<file path="config.mk">
export PLATFORM = sky130hd
export DESIGN_NAME = transition_counter_ctrl_flat
export DESIGN_NICKNAME = d
export VERILOG_FILES = /design/src/rtl/tcc_pkg.sv /design/src/rtl/transition_counter_ctrl_if.sv /design/src/rtl/tcc_hold_timer.sv /design/src/rtl/transition_counter_ctrl.sv /design/src/flat_wrapper.sv
export SDC_FILE = /design/constraint.sdc
export NUM_CORES = 1
export LEC_CHECK = 0
export CORE_UTILIZATION = 34
export CTS_BUF_LIST = sky130_fd_sc_hd__clkbuf_4 sky130_fd_sc_hd__clkbuf_8 sky130_fd_sc_hd__clkbuf_16
export DETAILED_ROUTE_END_ITERATION = 10
export PLACE_DENSITY = 0.67
export RECOVER_POWER = 50
export SYNTH_ARGS = -nofsm -noshare
export SYNTH_HDL_FRONTEND = slang
export SYNTH_SLANG_ARGS = --single-unit
</file>
<file path="constraint.sdc">
create_clock -name SC_upTRANSITIONCOUNTER_CLOCK_50 -period 3.34 [get_ports SC_upTRANSITIONCOUNTER_CLOCK_50]
set_input_delay 0.668 -clock SC_upTRANSITIONCOUNTER_CLOCK_50 [delete_from_list [all_inputs] [get_ports SC_upTRANSITIONCOUNTER_CLOCK_50]]
set_output_delay 0.668 -clock SC_upTRANSITIONCOUNTER_CLOCK_50 [all_outputs]
set_load 0.005 [all_outputs]
</file>
<file path="src/rtl/tcc_pkg.sv">
// Shared types and constants for the up-transition counter sequencer.
`default_nettype none

package tcc_pkg;

  localparam int COUNT_W        = 4;
  localparam int LEVEL_MAX_DEF  = 15;
  localparam int HOLD_TICKS_DEF = 4;

  typedef enum logic [2:0] {
    ST_IDLE   = 3'd0,
    ST_CLEAR  = 3'd1,
    ST_UP     = 3'd2,
    ST_SETTLE = 3'd3,
    ST_HOLD   = 3'd4,
    ST_ACK    = 3'd5
  } tcc_state_e;

endpackage

`default_nettype wire

</file>
<file path="src/rtl/transition_counter_ctrl_if.sv">
// Request/strobe bundle between game logic, the sequencer and the level counter.
`default_nettype none

interface transition_counter_ctrl_if;
  import tcc_pkg::*;

  logic               level_req_i;
  logic               restart_req_i;
  logic               tick_i;
  logic [COUNT_W-1:0] count_i;
  logic               upcount_InLow_o;
  logic               clear_InLow_o;
  logic               busy_o;
  logic               ack_o;
  logic               transition_active_o;
  logic               max_level_o;

  modport slave (
    input  level_req_i, restart_req_i, tick_i, count_i,
    output upcount_InLow_o, clear_InLow_o, busy_o, ack_o,
           transition_active_o, max_level_o
  );

  modport master (
    output level_req_i, restart_req_i, tick_i, count_i,
    input  upcount_InLow_o, clear_InLow_o, busy_o, ack_o,
           transition_active_o, max_level_o
  );

endinterface

`default_nettype wire

</file>
<file path="src/rtl/tcc_hold_timer.sv">
// Frame-tick counter for the transition window; o_done fires on the last tick.
`default_nettype none

module tcc_hold_timer #(
  parameter int HOLD_TICKS = 4
) (
  input  wire logic SC_upTRANSITIONCOUNTER_CLOCK_50,
  input  wire logic SC_upTRANSITIONCOUNTER_RESET_InHigh,
  input  wire logic i_load,
  input  wire logic i_tick,
  output logic      o_done
);

  localparam int c_cnt_w = (HOLD_TICKS > 1) ? $clog2(HOLD_TICKS) : 1;
  localparam logic [c_cnt_w-1:0] c_term =
    (HOLD_TICKS > 0) ? c_cnt_w'(HOLD_TICKS - 1) : '0;

  logic [c_cnt_w-1:0] r_cnt;

  always_ff @(posedge SC_upTRANSITIONCOUNTER_CLOCK_50 or posedge SC_upTRANSITIONCOUNTER_RESET_InHigh) begin
    if (SC_upTRANSITIONCOUNTER_RESET_InHigh) begin
      r_cnt <= '0;
    end else if (i_load) begin
      r_cnt <= '0;
    end else if (i_tick) begin
      r_cnt <= r_cnt + 1'b1;
    end
  end

  assign o_done = i_tick && (r_cnt == c_term);

endmodule

`default_nettype wire

</file>
<file path="src/rtl/transition_counter_ctrl.sv">
// Arbitrates restart/level requests into one-cycle active-low counter strobes.
// Optional transition window enabled by `define TRANSITION_HOLD_EN.
`default_nettype none

module transition_counter_ctrl
  import tcc_pkg::*;
#(
  parameter int LEVEL_MAX  = LEVEL_MAX_DEF,
  parameter int HOLD_TICKS = HOLD_TICKS_DEF
) (
  input  wire logic                SC_upTRANSITIONCOUNTER_CLOCK_50,
  input  wire logic                SC_upTRANSITIONCOUNTER_RESET_InHigh,
  transition_counter_ctrl_if.slave bus
);

  localparam logic [COUNT_W-1:0] c_level_max = COUNT_W'(LEVEL_MAX);

  tcc_state_e r_state;
  logic       r_upcount_n;
  logic       r_clear_n;
  logic       r_busy;
  logic       r_ack;
  logic       r_max_level;
  logic       r_arm_restart;
  logic       r_arm_level;
  logic       r_svc_restart;
  logic       w_hold_done;

`ifdef TRANSITION_HOLD_EN
  logic r_trans_active;

  tcc_hold_timer #(
    .HOLD_TICKS (HOLD_TICKS)
  ) u_hold_timer (
    .SC_upTRANSITIONCOUNTER_CLOCK_50     (SC_upTRANSITIONCOUNTER_CLOCK_50),
    .SC_upTRANSITIONCOUNTER_RESET_InHigh (SC_upTRANSITIONCOUNTER_RESET_InHigh),
    .i_load                              (r_state == ST_SETTLE),
    .i_tick                              ((r_state == ST_HOLD) && bus.tick_i),
    .o_done                              (w_hold_done)
  );

  assign bus.transition_active_o = r_trans_active;
`else
  wire w_unused_tick = &{1'b0, bus.tick_i};

  assign w_hold_done             = 1'b0;
  assign bus.transition_active_o = 1'b0;
`endif

  always_ff @(posedge SC_upTRANSITIONCOUNTER_CLOCK_50 or posedge SC_upTRANSITIONCOUNTER_RESET_InHigh) begin
    if (SC_upTRANSITIONCOUNTER_RESET_InHigh) begin
      r_state       <= ST_IDLE;
      r_upcount_n   <= 1'b1;
      r_clear_n     <= 1'b1;
      r_busy        <= 1'b0;
      r_ack         <= 1'b0;
      r_max_level   <= 1'b0;
      r_arm_restart <= 1'b1;
      r_arm_level   <= 1'b1;
      r_svc_restart <= 1'b0;
`ifdef TRANSITION_HOLD_EN
      r_trans_active <= 1'b0;
`endif
    end else begin
      r_upcount_n <= 1'b1;
      r_clear_n   <= 1'b1;
      r_ack       <= 1'b0;

      // A requester re-arms only after being seen low; the ACK branch below overrides.
      if (!bus.restart_req_i) r_arm_restart <= 1'b1;
      if (!bus.level_req_i)   r_arm_level   <= 1'b1;

      case (r_state)
        ST_IDLE: begin
          if (bus.restart_req_i && r_arm_restart) begin
            r_state       <= ST_CLEAR;
            r_clear_n     <= 1'b0;
            r_busy        <= 1'b1;
            r_svc_restart <= 1'b1;
          end else if (bus.level_req_i && r_arm_level) begin
            r_busy        <= 1'b1;
            r_svc_restart <= 1'b0;
            if (bus.count_i == c_level_max) begin
              r_max_level <= 1'b1;
              r_state     <= ST_ACK;
              r_ack       <= 1'b1;
            end else begin
              r_state     <= ST_UP;
              r_upcount_n <= 1'b0;
            end
          end
        end

        ST_CLEAR: begin
          r_max_level <= 1'b0;
          r_state     <= ST_SETTLE;
        end

        ST_UP: begin
          r_state <= ST_SETTLE;
        end

        ST_SETTLE: begin
`ifdef TRANSITION_HOLD_EN
          if (HOLD_TICKS > 0) begin
            r_state        <= ST_HOLD;
            r_trans_active <= 1'b1;
          end else begin
            r_state <= ST_ACK;
            r_ack   <= 1'b1;
          end
`else
          r_state <= ST_ACK;
          r_ack   <= 1'b1;
`endif
        end

`ifdef TRANSITION_HOLD_EN
        ST_HOLD: begin
          if (w_hold_done) begin
            r_trans_active <= 1'b0;
            r_state        <= ST_ACK;
            r_ack          <= 1'b1;
          end
        end
`endif

        ST_ACK: begin
          r_state <= ST_IDLE;
          r_busy  <= 1'b0;
          if (r_svc_restart) r_arm_restart <= 1'b0;
          else               r_arm_level   <= 1'b0;
        end

        default: begin
          r_state <= ST_IDLE;
          r_busy  <= 1'b0;
`ifdef TRANSITION_HOLD_EN
          r_trans_active <= 1'b0;
`endif
        end
      endcase
    end
  end

  assign bus.upcount_InLow_o = r_upcount_n;
  assign bus.clear_InLow_o   = r_clear_n;
  assign bus.busy_o          = r_busy;
  assign bus.ack_o           = r_ack;
  assign bus.max_level_o     = r_max_level;

endmodule

`default_nettype wire

</file>
<file path="src/flat_wrapper.sv">
// flat-port wrapper written by rule: the top's interface ports become plain ports
module transition_counter_ctrl_flat import tcc_pkg::*;
#(
  parameter int LEVEL_MAX  = LEVEL_MAX_DEF,
  parameter int HOLD_TICKS = HOLD_TICKS_DEF
)
  (SC_upTRANSITIONCOUNTER_CLOCK_50, SC_upTRANSITIONCOUNTER_RESET_InHigh, bus_level_req_i, bus_restart_req_i, bus_tick_i, bus_count_i, bus_upcount_InLow_o, bus_clear_InLow_o, bus_busy_o, bus_ack_o, bus_transition_active_o, bus_max_level_o);
  transition_counter_ctrl_if bus_i ();
  input  wire logic SC_upTRANSITIONCOUNTER_CLOCK_50;
  input  wire logic SC_upTRANSITIONCOUNTER_RESET_InHigh;
  input wire logic [$bits(bus_i.level_req_i)-1:0] bus_level_req_i;
  input wire logic [$bits(bus_i.restart_req_i)-1:0] bus_restart_req_i;
  input wire logic [$bits(bus_i.tick_i)-1:0] bus_tick_i;
  input wire logic [$bits(bus_i.count_i)-1:0] bus_count_i;
  output wire logic [$bits(bus_i.upcount_InLow_o)-1:0] bus_upcount_InLow_o;
  output wire logic [$bits(bus_i.clear_InLow_o)-1:0] bus_clear_InLow_o;
  output wire logic [$bits(bus_i.busy_o)-1:0] bus_busy_o;
  output wire logic [$bits(bus_i.ack_o)-1:0] bus_ack_o;
  output wire logic [$bits(bus_i.transition_active_o)-1:0] bus_transition_active_o;
  output wire logic [$bits(bus_i.max_level_o)-1:0] bus_max_level_o;
  assign bus_i.level_req_i = bus_level_req_i;
  assign bus_i.restart_req_i = bus_restart_req_i;
  assign bus_i.tick_i = bus_tick_i;
  assign bus_i.count_i = bus_count_i;
  assign bus_upcount_InLow_o = bus_i.upcount_InLow_o;
  assign bus_clear_InLow_o = bus_i.clear_InLow_o;
  assign bus_busy_o = bus_i.busy_o;
  assign bus_ack_o = bus_i.ack_o;
  assign bus_transition_active_o = bus_i.transition_active_o;
  assign bus_max_level_o = bus_i.max_level_o;
  transition_counter_ctrl #(.LEVEL_MAX(LEVEL_MAX), .HOLD_TICKS(HOLD_TICKS)) u_core (.SC_upTRANSITIONCOUNTER_CLOCK_50(SC_upTRANSITIONCOUNTER_CLOCK_50), .SC_upTRANSITIONCOUNTER_RESET_InHigh(SC_upTRANSITIONCOUNTER_RESET_InHigh), .bus(bus_i));
endmodule
</file>
==> results of run 1 <==
[power groups by stage]
stage	Combinational (uW)	Clock [uW]	Sequential, uW
finish	141	94.6	222
global route	161	109	231
CTS	145	100	223
detailed placement	144	0	226
global placement	140	0	222
floorplan	88.5	0	218
[sequential cells by signal, indices dropped and copies added (netlist names)]
signal,cells
u_core.r_state,3
u_core.bus.ack_o,1
u_core.bus.busy_o,1
u_core.bus.clear_InLow_o,1
u_core.bus.max_level_o,1
u_core.bus.upcount_InLow_o,1
u_core.r_arm_level,1
u_core.r_arm_restart,1
u_core.r_svc_restart,1
[cell families (layout without fill, tap and decap cells)]
logic type	Yosys count	after routing
buf+inv	6	21
simple gates	14	14
flops	11	11
compound gates	11	11
other cells	1	1
[placed cells by master (no fill, tap or decap)]
master / n
clkdlybuf4s50_1: 9
dfrtp_1: 7
nand2_1: 5
inv_1: 5
clkbuf_4: 4
dfstp_2: 4
o21ai_0: 3
dlygate4sd3_1: 3
o22ai_1: 2
o32a_1: 2
or3_4: 1
or2_4: 1
and4_4: 1
nand4_1: 1
nand2b_1: 1
or3b_1: 1
or2_1: 1
nor2_1: 1
a21oi_1: 1
a21boi_0: 1
o21a_1: 1
nand3_1: 1
a31oi_1: 1
conb_1: 1
[layer usage]
layer	share of wire [%]	up-vias	GRT usage, %
li1	-	179	-
met1	47	177	20.4
met2	48	12	25.4
met3	4.8	0	6.94
met4	0	0	0
met5	0	-	0
[final timing paths]
check	slack [ns]	startpoint	cells after the start	to
min reg2reg	0.51	u_core.bus.busy_o$_DFFE_PP0P_	1	u_core.bus.busy_o$_DFFE_PP0P_
min in group asynchronous	0.83	SC_upTRANSITIONCOUNTER_RESET_InHigh	2	u_core.r_svc_restart$_DFFE_PP0P_
max	1.42	u_core.bus.clear_InLow_o$_DFF_PP1_	1	bus_clear_InLow_o
min	0.51	u_core.bus.busy_o$_DFFE_PP0P_	1	u_core.bus.busy_o$_DFFE_PP0P_
max reg2reg	2.03	u_core.r_arm_level$_DFF_PP1_	3	u_core.bus.upcount_InLow_o$_DFF_PP1_
max in group asynchronous	2.18	SC_upTRANSITIONCOUNTER_RESET_InHigh	2	u_core.bus.upcount_InLow_o$_DFF_PP1_
[area by class of cell]
cell class	instances	area, um2
flip-flops and latches	11	280
well taps	15	18.8
clock buffers	4	30.0
inverters	5	18.8
multi-input cells	26	164
fillers	133	669
repair buffers	12	120
[metrics by stage]
stage	power [uW]	setup WS (ns)	cells	util, %
2_1_floorplan	306	1.87	43	-
3_3_place_gp	362	1.37	69	46.3
3_5_place_dp	370	1.36	69	46.3
4_1_cts	468	1.40	73	48.6
5_1_grt	500	1.36	73	48.6
6_report	458	1.42	73	48.6
==> results.txt, run 1 <==
largest family of logic cells by synthesized area -> simple AND/OR/NAND/NOR gates
Comb power frac -> 30.8%
Yosys warnings -> 0
most frequent cell after synthesis -> dfrtp_1
Residual DRC -> 0
total number of vias -> 368
CP Max Fanout -> 1
Post-Synthesis Cells -> 43
All-Layer GR Usage -> 15.7%
synth cell count leaders -> 7 x dfrtp_1, 5 x inv_1, 5 x nand2_1, 4 x dfstp_2, 3 x o21ai_0
Seq/Total Area, Yosys -> 59.6%
Buf+Inv Stages, Crit Path -> 1
Cell Area, Synth -> 470 um2
mux share of post-synthesis cell area -> 0%
port buffer count -> 12
grt ovf -> 0
Internal -> 319 uW
Data arrival, critical path -> 1.26 ns
Max VDD drop -> 0.000373 V
switching part of the total -> 30.3%
Worst-path clk slew -> 0.07 ns
die area -> 1540 um2
Pre-antenna DRT Iters -> 2
post-layout min period -> 1.92 ns
delay-heaviest family, CP -> flip-flops
share of cells above drive strength 1 -> 19.0%
Final Cell Area -> 632 um2
detail-routed net length per standard cell -> 11.5 um
Critical Path End Type -> primary output
Antenna Cells -> 0
FFs w/ async S/R, synth -> 100%
num ports -> 15
routed vias/inst -> 5.04
Post-CTS Setup Inserts -> 0
synth-to-layout area growth -> 34.3%
syn_area_per_cell -> 10.9 um2
Critical Path Start Type -> flop
slowest stage delay, CP -> 0.51 ns
post-synthesis register bit count -> 11
Leakage -> 0.000275 uW
number of DRC markers in iteration 0 -> 4
sequential power share -> 48.5%
final setup fails -> 0
XOR/XNOR share of the synthesized area -> 0%
Setup TNS Final -> 0 ns
post-place instance area -> 602 um2
clock network power share -> 20.7%
htree depth -> 1
detailed placement HPWL -> 678 um
Critical Path RT -> 2.67 ns
worst-skew pair later-pin latency -> 0.26 ns
Synth Area in Compound Gates -> 15.7%
Psw -> 139 uW
hold slack final -> 0.508 ns
slowest cell on the critical path -> dfstp_2
Rows -> 13
pins over their slew limit -> 0
RSZ-0062 raised after global routing -> no
CP Cell Sequence -> clkdlybuf4s50_1
Area contributors post-synth -> dfrtp_1 37%, dfstp_2 22%, o32a_1 4.3%
number of synthesized flops with an enable pin -> 0
Synth Area in Adders -> 0%
Final Cycle Share -> 57.6%
WL final -> 838 um
core area -> 1300 um2
initial antenna violation count -> 0
number of CTS-inserted buffers -> 3
first-pass GRT wire length -> 1.59 mm
cell accounting for the most synthesized area -> dfrtp_1
Layout Nets -> 68
largest net degree at the start of global routing -> 12
Clock Sink Count -> 11
Net Count, Synth -> 52
number of global-route vias before repair -> 370
Worst Setup Path Type -> reg -> out
die span in y -> 39.2 um
Max Freq -> 0.520 GHz
die width -> 39.2 um
status -> finished, final reports clean
Post-Synth Simple-Gate Area -> 18.4%
antenna viol nets, final -> 0
power per cell area -> 724 nW/um2
CTS Buffer Depth -> 2
worst min path class -> reg -> reg
Clock Skew -> 0.00325 ns
# hold bufs at CTS -> 0
Final Hold Vio Count -> 0
post-CTS sizing -> 0
GP Congestion -> 0.761
Yosys top cell area share -> 37.2%
root buf cell -> clkbuf_4
Yosys cell types -> 22
CTS tree -> yes
Post-synth top flop -> dfrtp_1
Max Cap Viol -> 0
starting density of the core -> 36.2%
(Power assumes the default switching activity.)
==> run 2, diff against run 1 <==
--- a/config.mk
+++ b/config.mk
@@ -8,7 +8,7 @@
 export CORE_UTILIZATION = 34
 export CTS_BUF_LIST = sky130_fd_sc_hd__clkbuf_4 sky130_fd_sc_hd__clkbuf_8 sky130_fd_sc_hd__clkbuf_16
 export DETAILED_ROUTE_END_ITERATION = 10
-export PLACE_DENSITY = 0.67
+export PLACE_DENSITY = 0.69
 export RECOVER_POWER = 50
 export SYNTH_ARGS = -nofsm -noshare
 export SYNTH_HDL_FRONTEND = slang
==> constraint.sdc (replaced) <==
create_clock -name SC_upTRANSITIONCOUNTER_CLOCK_50 -period 1.55 [get_ports SC_upTRANSITIONCOUNTER_CLOCK_50]
set_input_delay 0.31 -clock SC_upTRANSITIONCOUNTER_CLOCK_50 [delete_from_list [all_inputs] [get_ports SC_upTRANSITIONCOUNTER_CLOCK_50]]
set_output_delay 0.31 -clock SC_upTRANSITIONCOUNTER_CLOCK_50 [all_outputs]
set_load 0.005 [all_outputs]
==> run 2 against run 1 <==
  * Sequential power is 110% higher
  * Clock power increased by 110%
  * Register-to-register slack lost 1.8 ns
  * Cell area up 3.2%
  * Clock skew is 0.0019 ns lower
  * Routed wire length is 1.8% higher
  * Utilization increased by 1.5 points
  * First-iteration DRC count is 130% higher
  * Critical path depth unchanged
  * Largest power group unchanged
==> results.txt, run 2 (same netlist as run 1, synthesis figures left out) <==
Final Util -> 50.1% (+1.5 points)
most frequent cells in the layout -> 9 x clkdlybuf4s50_1, 7 x dfrtp_1, 5 x nand2_1, 5 x inv_1
worst min path class -> in -> async
reg2reg path depth -> 3 (unchanged)
Leakage -> 0.000285 uW (+3.7%)
Clock Sink Count -> 11 (unchanged)
CTS Buffer Depth -> 2 (unchanged)
final setup fails -> 0 (unchanged)
FF+latch area -> 280 um2 (unchanged)
root buf cell -> clkbuf_4
Final Cycle Share -> 91.7%
CP Max Fanout -> 2 (+1)
Clock Skew -> 0.00133 ns (-0.00192 ns)
Worst setup endpoint -> bus_max_level_o
detailed placement HPWL -> 644 um (-4.9%)
starting density of the core -> 36.2% (unchanged)
CP Cell Sequence -> clkdlybuf4s50_1
slowest cell on the critical path -> clkdlybuf4s50_1
antenna viol nets, final -> 0 (unchanged)
largest net degree at the start of global routing -> 12 (unchanged)
Antenna Cells -> 0 (unchanged)
first-pass GRT wire length -> 1.46 mm (-7.9%)
power per cell area -> 1530 nW/um2 (+110%)
WL final -> 853 um (+1.8%)
GP Congestion -> 0.821 (+7.8%)
die width -> 39.2 um (unchanged)
Max Freq -> 0.703 GHz
WP depth -> 1 (unchanged)
Critical Path Start Type -> flop
Setup crit start -> u_core.bus.max_level_o$_DFFE_PP0P_
total number of vias -> 367 (-0.27%)
Buf+Inv Stages, Crit Path -> 1 (unchanged)
Pre-antenna DRT Iters -> 4 (+2)
routed vias/inst -> 4.83 (-4.2%)
Largest register FFs -> 3 (unchanged)
Worst-path clk slew -> 0.06 ns (about the same)
die area -> 1540 um2 (unchanged)
Critical Path End Type -> primary output
Worst Setup Path Type -> reg -> out
initial antenna violation count -> 0 (unchanged)
number of CTS-inserted buffers -> 3 (unchanged)
htree depth -> 1 (unchanged)
share of cells above drive strength 1 -> 23.0% (+4.0 points)
pins over their slew limit -> 0 (unchanged)
CTS tree -> yes
number of global-route vias before repair -> 357 (-3.5%)
worst r2r src -> u_core.r_arm_level$_DFF_PP1_
number of DRC markers in iteration 0 -> 9 (+5)
Post-Place Cells -> 72 (+4.3%)
status -> finished, final reports clean
R2R setup slack -> 0.23 ns (-1.80 ns)
commonest non-fill, non-tap cell in the layout -> clkdlybuf4s50_1
Rows -> 13 (unchanged)
filler instances -> 138 (+3.8%)
worst-skew pair later-pin latency -> 0.26 ns (about the same)
Post-CTS Setup Inserts -> 0 (unchanged)
Final Hold Vio Count -> 0 (unchanged)
R2R Path End -> u_core.bus.upcount_InLow_o$_DFF_PP1_
delay-heaviest family, CP -> buffers and inverters
Layout Nets -> 71 (+4.4%)
All-Layer GR Usage -> 15.2% (-0.44 points)
Biggest register -> u_core.r_state
grt ovf -> 0 (unchanged)
Residual DRC -> 0 (unchanged)
# hold bufs at CTS -> 0 (unchanged)
post-layout min period -> 1.42 ns
Max Cap Viol -> 0 (unchanged)
RSZ-0062 raised after global routing -> no
die span in y -> 39.2 um (unchanged)
Data arrival, critical path -> 1.11 ns (-0.15 ns)
Critical Path RT -> 1.24 ns (-1.43 ns)
num ports -> 15 (unchanged)
port buffer count -> 12 (unchanged)
core area -> 1300 um2 (unchanged)
slowest stage delay, CP -> 0.50 ns (about the same)
Max VDD drop -> 0.000737 V (+98%)
area occupied by multi-input gates -> 164 um2 (unchanged)
synth-to-layout area growth -> 38.6%
Post-Layout Cell Count -> 76 (+4.1%)
detail-routed net length per standard cell -> 11.2 um (-2.2%)
## run 2: timing repair
action | 4_1_cts | 5_1_grt
endpoints found under the setup margin | 2 | 0
resized for setup | 2 | 0
endpoints found under the hold margin | 0 | 0
## run 2: power by group
part / leakage, uW / internal, uW / switching [uW]
Clock: 0.0000184 / 117 / 86.2
Sequential: 0.000129 / 404 / 72.5
Combinational: 0.000138 / 177 / 143
Total: 0.000285 / 698 / 302
## run 2: worst min-delay path by stage
stage	startpoint	to	depth (start not counted)
floorplan	SC_upTRANSITIONCOUNTER_RESET_InHigh	u_core.bus.ack_o$_DFF_PP0_	1
global placement	u_core.bus.busy_o$_DFFE_PP0P_	u_core.bus.busy_o$_DFFE_PP0P_	1
detailed placement	u_core.bus.busy_o$_DFFE_PP0P_	u_core.bus.busy_o$_DFFE_PP0P_	1
CTS	SC_upTRANSITIONCOUNTER_RESET_InHigh	u_core.r_svc_restart$_DFFE_PP0P_	2
global route	SC_upTRANSITIONCOUNTER_RESET_InHigh	u_core.r_svc_restart$_DFFE_PP0P_	2
finish	SC_upTRANSITIONCOUNTER_RESET_InHigh	u_core.bus.max_level_o$_DFFE_PP0P_	2
## run 2: cell type report
type / count / area share [%]
Clock buffer: 4 / 4.61
Inverter: 5 / 2.88
Multi-Input combinational cell: 26 / 25.1
Sequential cell: 11 / 43.0
Tap cell: 15 / 2.88
Timing Repair Buffer: 15 / 21.5
## run 2: stage by stage
step / total power, uW / area [um2] / worst slack [ns] / TNS [ns] / hold WS, ns
detailed placement: 805 / 624 / -0.0279 / -0.0279 / 0.481
global route: 1090 / 652 / 0.0562 / 0 / 0.489
global placement: 802 / 624 / -0.0199 / -0.0199 / 0.487
finish: 1000 / 652 / 0.128 / 0 / 0.467
CTS: 1010 / 652 / 0.112 / 0 / 0.336
floorplan: 660 / 470 / 0.309 / 0 / 0.160
## run 2: metal layers
metal,share of wire (%),routed length (um),track usage [%]
met1,43,366,16.8
met2,52,443,25.4
met3,5.2,44,3.47
met4,0,0,10.3
met5,0,0,0
## run 2: worst register-to-register path, stage by stage, from the launching register on
cell and delay (ns):
dfstp_2 0.55, nand2_1 0.08, or3b_1 0.39, or2_1 0.22
